<file path="config.mk">
export PLATFORM = sky130hd
export DESIGN_NAME = avalon_st_pkt_mux
export DESIGN_NICKNAME = d
export VERILOG_FILES = /design/src/rtl/avalon_st_pkt_mux.sv
export SDC_FILE = /design/constraint.sdc
export NUM_CORES = 1
export LEC_CHECK = 0
export CAP_MARGIN = 0
export CORE_AREA = 2 2 271 273
export DETAILED_ROUTE_END_ITERATION = 16
export DIE_AREA = 0 0 273 275
export GPL_ROUTABILITY_DRIVEN = 0
export SLEW_MARGIN = 0
export SYNTH_ARGS = -nofsm -noshare
export SYNTH_HDL_FRONTEND = slang
export SYNTH_SLANG_ARGS = --single-unit
export TNS_END_PERCENT = 10
</file>
<file path="constraint.sdc">
create_clock -name clk -period 4.9 [get_ports clk]
set_clock_uncertainty 0.05 [all_clocks]
set_input_delay 0.735 -clock clk [delete_from_list [all_inputs] [get_ports clk]]
set_output_delay 0.735 -clock clk [all_outputs]
set_load 0.01 [all_outputs]
</file>
<file path="src/rtl/avalon_st_pkt_mux.sv">
// Packet-aware round-robin Avalon-ST multiplexer: NUM_CH sources onto one fully registered sink.
// Define AVST_PKT_MUX_CHECK_EN to build the sticky per-channel SOP protocol checker driving err.
module avalon_st_pkt_mux #(
    parameter  int DATA_WIDTH  = 128,
    parameter  int NUM_CH      = 4,
    localparam int EMPTY_WIDTH = $clog2(DATA_WIDTH / 8),
    localparam int CH_WIDTH    = $clog2(NUM_CH)
) (
    input  logic                          clk,
    input  logic                          rst,
    input  logic [NUM_CH*DATA_WIDTH-1:0]  in_data,
    input  logic [NUM_CH-1:0]             in_valid,
    output logic [NUM_CH-1:0]             in_ready,
    input  logic [NUM_CH*EMPTY_WIDTH-1:0] in_empty,
    input  logic [NUM_CH-1:0]             in_sop,
    input  logic [NUM_CH-1:0]             in_eop,
    output logic [DATA_WIDTH-1:0]         out_data,
    output logic                          out_valid,
    input  logic                          out_ready,
    output logic [EMPTY_WIDTH-1:0]        out_empty,
    output logic                          out_sop,
    output logic                          out_eop,
    output logic [CH_WIDTH-1:0]           out_channel,
    output logic [NUM_CH-1:0]             err
);

    typedef enum logic {IDLE, LOCKED} state_t;

    state_t                  state;
    logic [CH_WIDTH-1:0]     rr_ptr;
    logic [CH_WIDTH-1:0]     lock_ch;
    logic [CH_WIDTH-1:0]     grant_ch;
    logic                    grant_found;
    logic [CH_WIDTH-1:0]     sel_ch;
    logic                    sel_valid;
    logic                    load;
    logic                    xfer;
    logic [DATA_WIDTH-1:0]   sel_data;
    logic [EMPTY_WIDTH-1:0]  sel_empty;
    logic                    sel_sop;
    logic                    sel_eop;

    // The output stage can accept a new beat whenever it is empty or being drained.
    assign load = !out_valid || out_ready;

    always_comb begin
        int                  idx;
        logic [CH_WIDTH-1:0] cand;
        // NOTE: every always_comb output gets a default first so no path can infer a latch.
        grant_found = 1'b0;
        grant_ch    = '0;
        idx         = 0;
        cand        = '0;
        for (int k = 0; k < NUM_CH; k++) begin
            idx = int'(rr_ptr) + k;
            if (idx >= NUM_CH) idx = idx - NUM_CH;
            cand = CH_WIDTH'(idx);
            if (!grant_found && in_valid[cand]) begin
                grant_found = 1'b1;
                grant_ch    = cand;
            end
        end
    end

    assign sel_ch    = (state == LOCKED) ? lock_ch : grant_ch;
    assign sel_valid = (state == LOCKED) ? in_valid[lock_ch] : grant_found;
    assign xfer      = sel_valid && load && !rst;

    assign sel_data  = in_data[sel_ch*DATA_WIDTH +: DATA_WIDTH];
    assign sel_empty = in_empty[sel_ch*EMPTY_WIDTH +: EMPTY_WIDTH];
    assign sel_sop   = in_sop[sel_ch];
    assign sel_eop   = in_eop[sel_ch];

    // A locked channel sees ready even while it is idle mid-packet; everyone else waits.
    always_comb begin
        in_ready = '0;
        if (!rst && (state == LOCKED || grant_found))
            in_ready[sel_ch] = load;
    end

    always_ff @(posedge clk) begin
        // NOTE: sequential state uses non-blocking assignments so every register samples pre-edge values.
        if (rst) begin
            state       <= IDLE;
            rr_ptr      <= '0;
            lock_ch     <= '0;
            out_valid   <= 1'b0;
            out_data    <= '0;
            out_empty   <= '0;
            out_sop     <= 1'b0;
            out_eop     <= 1'b0;
            out_channel <= '0;
        end else begin
            if (load) begin
                out_valid <= xfer;
                if (xfer) begin
                    out_data    <= sel_data;
                    out_empty   <= sel_empty;
                    out_sop     <= sel_sop;
                    out_eop     <= sel_eop;
                    out_channel <= sel_ch;
                end
            end

            if (xfer) begin
                case (state)
                    IDLE: begin
                        rr_ptr <= (grant_ch == CH_WIDTH'(NUM_CH - 1)) ? '0 : grant_ch + 1'b1;
                        if (!sel_eop) begin
                            lock_ch <= grant_ch;
                            state   <= LOCKED;
                        end
                    end
                    LOCKED: begin
                        if (sel_eop) state <= IDLE;
                    end
                    default: state <= IDLE;
                endcase
            end
        end
    end

`ifdef AVST_PKT_MUX_CHECK_EN
    // Observes accepted beats only; arbitration and forwarding are unaffected.
    always_ff @(posedge clk) begin
        if (rst) begin
            err <= '0;
        end else if (xfer) begin
            if (state == IDLE && !sel_sop)  err[sel_ch] <= 1'b1;
            if (state == LOCKED && sel_sop) err[sel_ch] <= 1'b1;
        end
    end
`else
    assign err = '0;
`endif

endmodule

</file>
==> results of run 1 <==
==> sequential cells by signal, summed over array words and instances, names as in the netlist <==
name	flops
out_data	128
out_valid	1
out_empty	4
out_sop	1
out_channel	2
state	1
out_eop	1
rr_ptr	2
lock_ch	2
==> layer usage <==
| layer | share of wire, % | vias up | track usage (%) |
|---|---|---|---|
| li1 | - | 4413 | - |
| met1 | 34 | 4307 | 9.73 |
| met2 | 50 | 486 | 17.8 |
| met3 | 12 | 59 | 5.24 |
| met4 | 3.4 | 12 | 4.98 |
| met5 | 0.17 | - | 0 |
==> Yosys cell counts, types with 4 or more instances <==
master / number
a21oi_1: 4
buf_2: 23
buf_4: 34
buf_6: 8
clkbuf_1: 16
dfxtp_1: 142
inv_1: 4
mux2i_1: 270
nand2_1: 141
nand2b_1: 5
nor2_1: 9
nor2b_1: 5
o221ai_1: 135
==> power by group through the flow <==
stage	clock, mW	combinational, mW	sequential (mW)
after floorplan	0	2.02	2.31
after global placement	0	4.26	2.09
after detailed placement	0	4.31	2.11
after CTS	1.44	4.32	2.10
after global routing	1.47	4.56	2.16
final	1.36	4.28	2.10
==> cells by family (layout without fill, tap and decap cells) <==
logic type      Yosys count  after routing  synth area share [%]
flops                   142            142                  34.9
xor+xnor                  1              1                 0.107
simple gates            169            169                  8.38
mux                     271            271                  33.4
compound gates          154            154                  16.6
buf+inv                  85            733                  6.57
other cells               1              6                0.0460
==> per-stage QoR <==
stage                     util [%]  cell area [um2]
final                         22.7            16400
after global routing          22.7            16400
after CTS                     22.7            16400
after detailed placement      21.9            15900
after global placement        21.9            15900
after floorplan                  -             8160
==> final cells by class <==
| type | count | area [um2] | area share (%) |
|---|---|---|---|
| Tap cell | 959 | 1200 | 7.29 |
| Multi-Input combinational cell | 599 | 4810 | 29.2 |
| Timing Repair Buffer | 697 | 6990 | 42.5 |
| Clock buffer | 20 | 447 | 2.72 |
| Sequential cell | 142 | 2840 | 17.3 |
| Inverter | 4 | 15.0 | 0.0913 |
| Antenna cell | 2 | 5.00 | 0.0304 |
| Clock inverter | 12 | 139 | 0.844 |
==> final timing paths <==
path	endpoint	slack (ns)
hold / removal	out_data[2]$_SDFFE_PP0P_	0.41
hold reg to reg	out_data[2]$_SDFFE_PP0P_	0.41
setup / recovery	in_ready[1]	0.59
setup reg to reg	out_data[52]$_SDFFE_PP0P_	1.88
==> worst min-delay path: cells and delay by family (launching register included) <==
family | cells | cell delay (ns)
and+or+nand+nor | 1 | 0.05
DFF | 1 | 0.32
AOI/OAI and AO/OA | 1 | 0.05
==> flow_summary_export.csv, run 1 <==
group,metric,value,unit
clock_tree,clockBufferDepth,2,
worst_setup_path,crit_type,"in -> out",
pwr,p_leak,5.89,nW
worst_setup_path,crit_slowest_cell,"nor2b_1",
logic_synthesis,synthTopCellsByArea,"dfxtp_1, mux2i_1, o221ai_1",
worst_setup_path,arrival,3.53,ns
logic_synthesis,ys_seq_elements,142,
detailed_routing,dr.pass1.iters,4,
detailed_routing,wl,40.4,mm
pwr,p_clk_share,17.5,%
worst_setup_path,required,4.12,ns
clock_tree,cts_tree,"built",
clock_tree,insertion_delay,0.47,ns
logic_synthesis,synth_edf_count,0,
logic_synthesis,async_flop_share,0,%
die,ioPinCount,688,
die,fp.dieW,273,um
detailed_routing,drc_errors,0,
global_routing,grt_usage,10.1,%
pwr,ir_drop,0.234,mV
pwr,pwr-share-comb,55.3,%
pwr,internal_power,4.83,mW
die,core,0.0723,mm2
placement,place_ws,0.561,ns
logic_synthesis,yosysTopAreaCellShare,34.9,%
pwr,p_sw_share,37.6,%
global_routing,grt_first_pass_wirelength,57.2,mm
detailed_routing,wire_per_inst,16.6,um
finish,mostFrequentLayoutCell,"clkdlybuf4s50_1",
die,fp.dieH,275,um
finish,drive_above_1_share,3.53,%
die,dieArea,0.0751,mm2
placement,dp_hpwl,32.7,mm
timing,finalCriticalPeriod,4.31,ns
detailed_routing,vias,9277,
logic_synthesis,synth_area,0.00815,mm2
placement,io_buffers,683,
clock_tree,cts_resized,0,
global_routing,grt.overflow.total,0,
worst_setup_path,reg2reg_depth,7,
timing,post-route-worst-setup-slack,0.586,ns
clock_tree,clock-sinks,142,
clock_tree,numCtsBuffers,17,
worst_setup_path,crit_cells,7,
logic_synthesis,yosysSeqAreaShare,34.9,%
job,max_cap_violations,0,
timing,slew-limit-headroom,36.6,%
worst_hold_path,hold_class,"reg -> reg",
timing,fin_crit_sh,88.1,%
detailed_routing,postRouteAntennaNets,0,
finish,final_nets,2004,
global_routing,grt_pass1_vias,9804,
logic_synthesis,ys.flop_type,"dfxtp_1",
timing,whs,0.412,ns
clock_tree,root_buffer,"clkbuf_16",
logic_synthesis,yosysUniqueCellTypes,38,
detailed_routing,via_per_inst,3.81,
timing,rsz0062_at_grt,"no",
global_routing,antenna_found_initial,9,
worst_hold_path,min_from,"out_data[2]$_SDFFE_PP0P_",
worst_setup_path,path_cells,"clkdlybuf4s50_1, nand2b_1, nor2b_1, and2_1, a32oi_1, nor2b_1, clkdlybuf4s50_1",
detailed_routing,drtIter0Drc,307,
finish,final_cell_mix,"clkdlybuf4s50_1, mux2i_1, dfxtp_1",
pwr,p_per_area,470,mW/mm2
worst_setup_path,cp_max_fo,8,
finish,fin_cells,2435,
clock_tree,cts_max_level,4,
worst_setup_path,r2r-start,"rr_ptr[0]$_SDFFE_PP0P_",
pwr,switchingPower,2.91,mW
timing,fin_tns_setup,0,ns
finish,num-fill-cells,7772,
worst_setup_path,critical_path.max_stage_delay,0.65,ns
timing,slew_viol_final,0,
logic_synthesis,synthCells,823,
worst_hold_path,whs_path_depth,2,
logic_synthesis,avgSynthCellArea,9.90,um2
die,start_util,11.3,%
pwr,total_power,7.74,mW
finish,syn_to_final_growth,102,%
outcome,status,"finished clean",
timing,fmax,232,MHz
die,num_rows,99,
global_routing,grt_max_degree,112,
worst_setup_path,critPathLaunch,"out_ready",
clock_tree,ctsHoldBuffers,0,
logic_synthesis,yosysWarnings,0,
worst_setup_path,cp-end-kind,"output port",
logic_synthesis,synth_top_area_cell,"dfxtp_1",
clock_tree,path_clk_slew,0.06,ns
clock_tree,cts_setup_buffers,0,
worst_setup_path,critical_path_buf_inv_count,2,
placement,placed_cells,2401,
timing,finalSetupViolCount,0,
timing,worstMarginPinSlew,0.951,ns
worst_setup_path,critPathTopFamily,"simple AND/OR/NAND/NOR gates",
pwr,seqPwrFrac,27.1,%
timing,hold_violations,0,
worst_setup_path,cp-start-kind,"input port",
No activity file was read; power rests on OpenSTA's default activity.
==> run 2, diff against run 1 <==
GPL_TIMING_DRIVEN = 1   (was default)
==> results of run 2 <==
The final DEF is identical to that of run 1; final timing and power are the same.
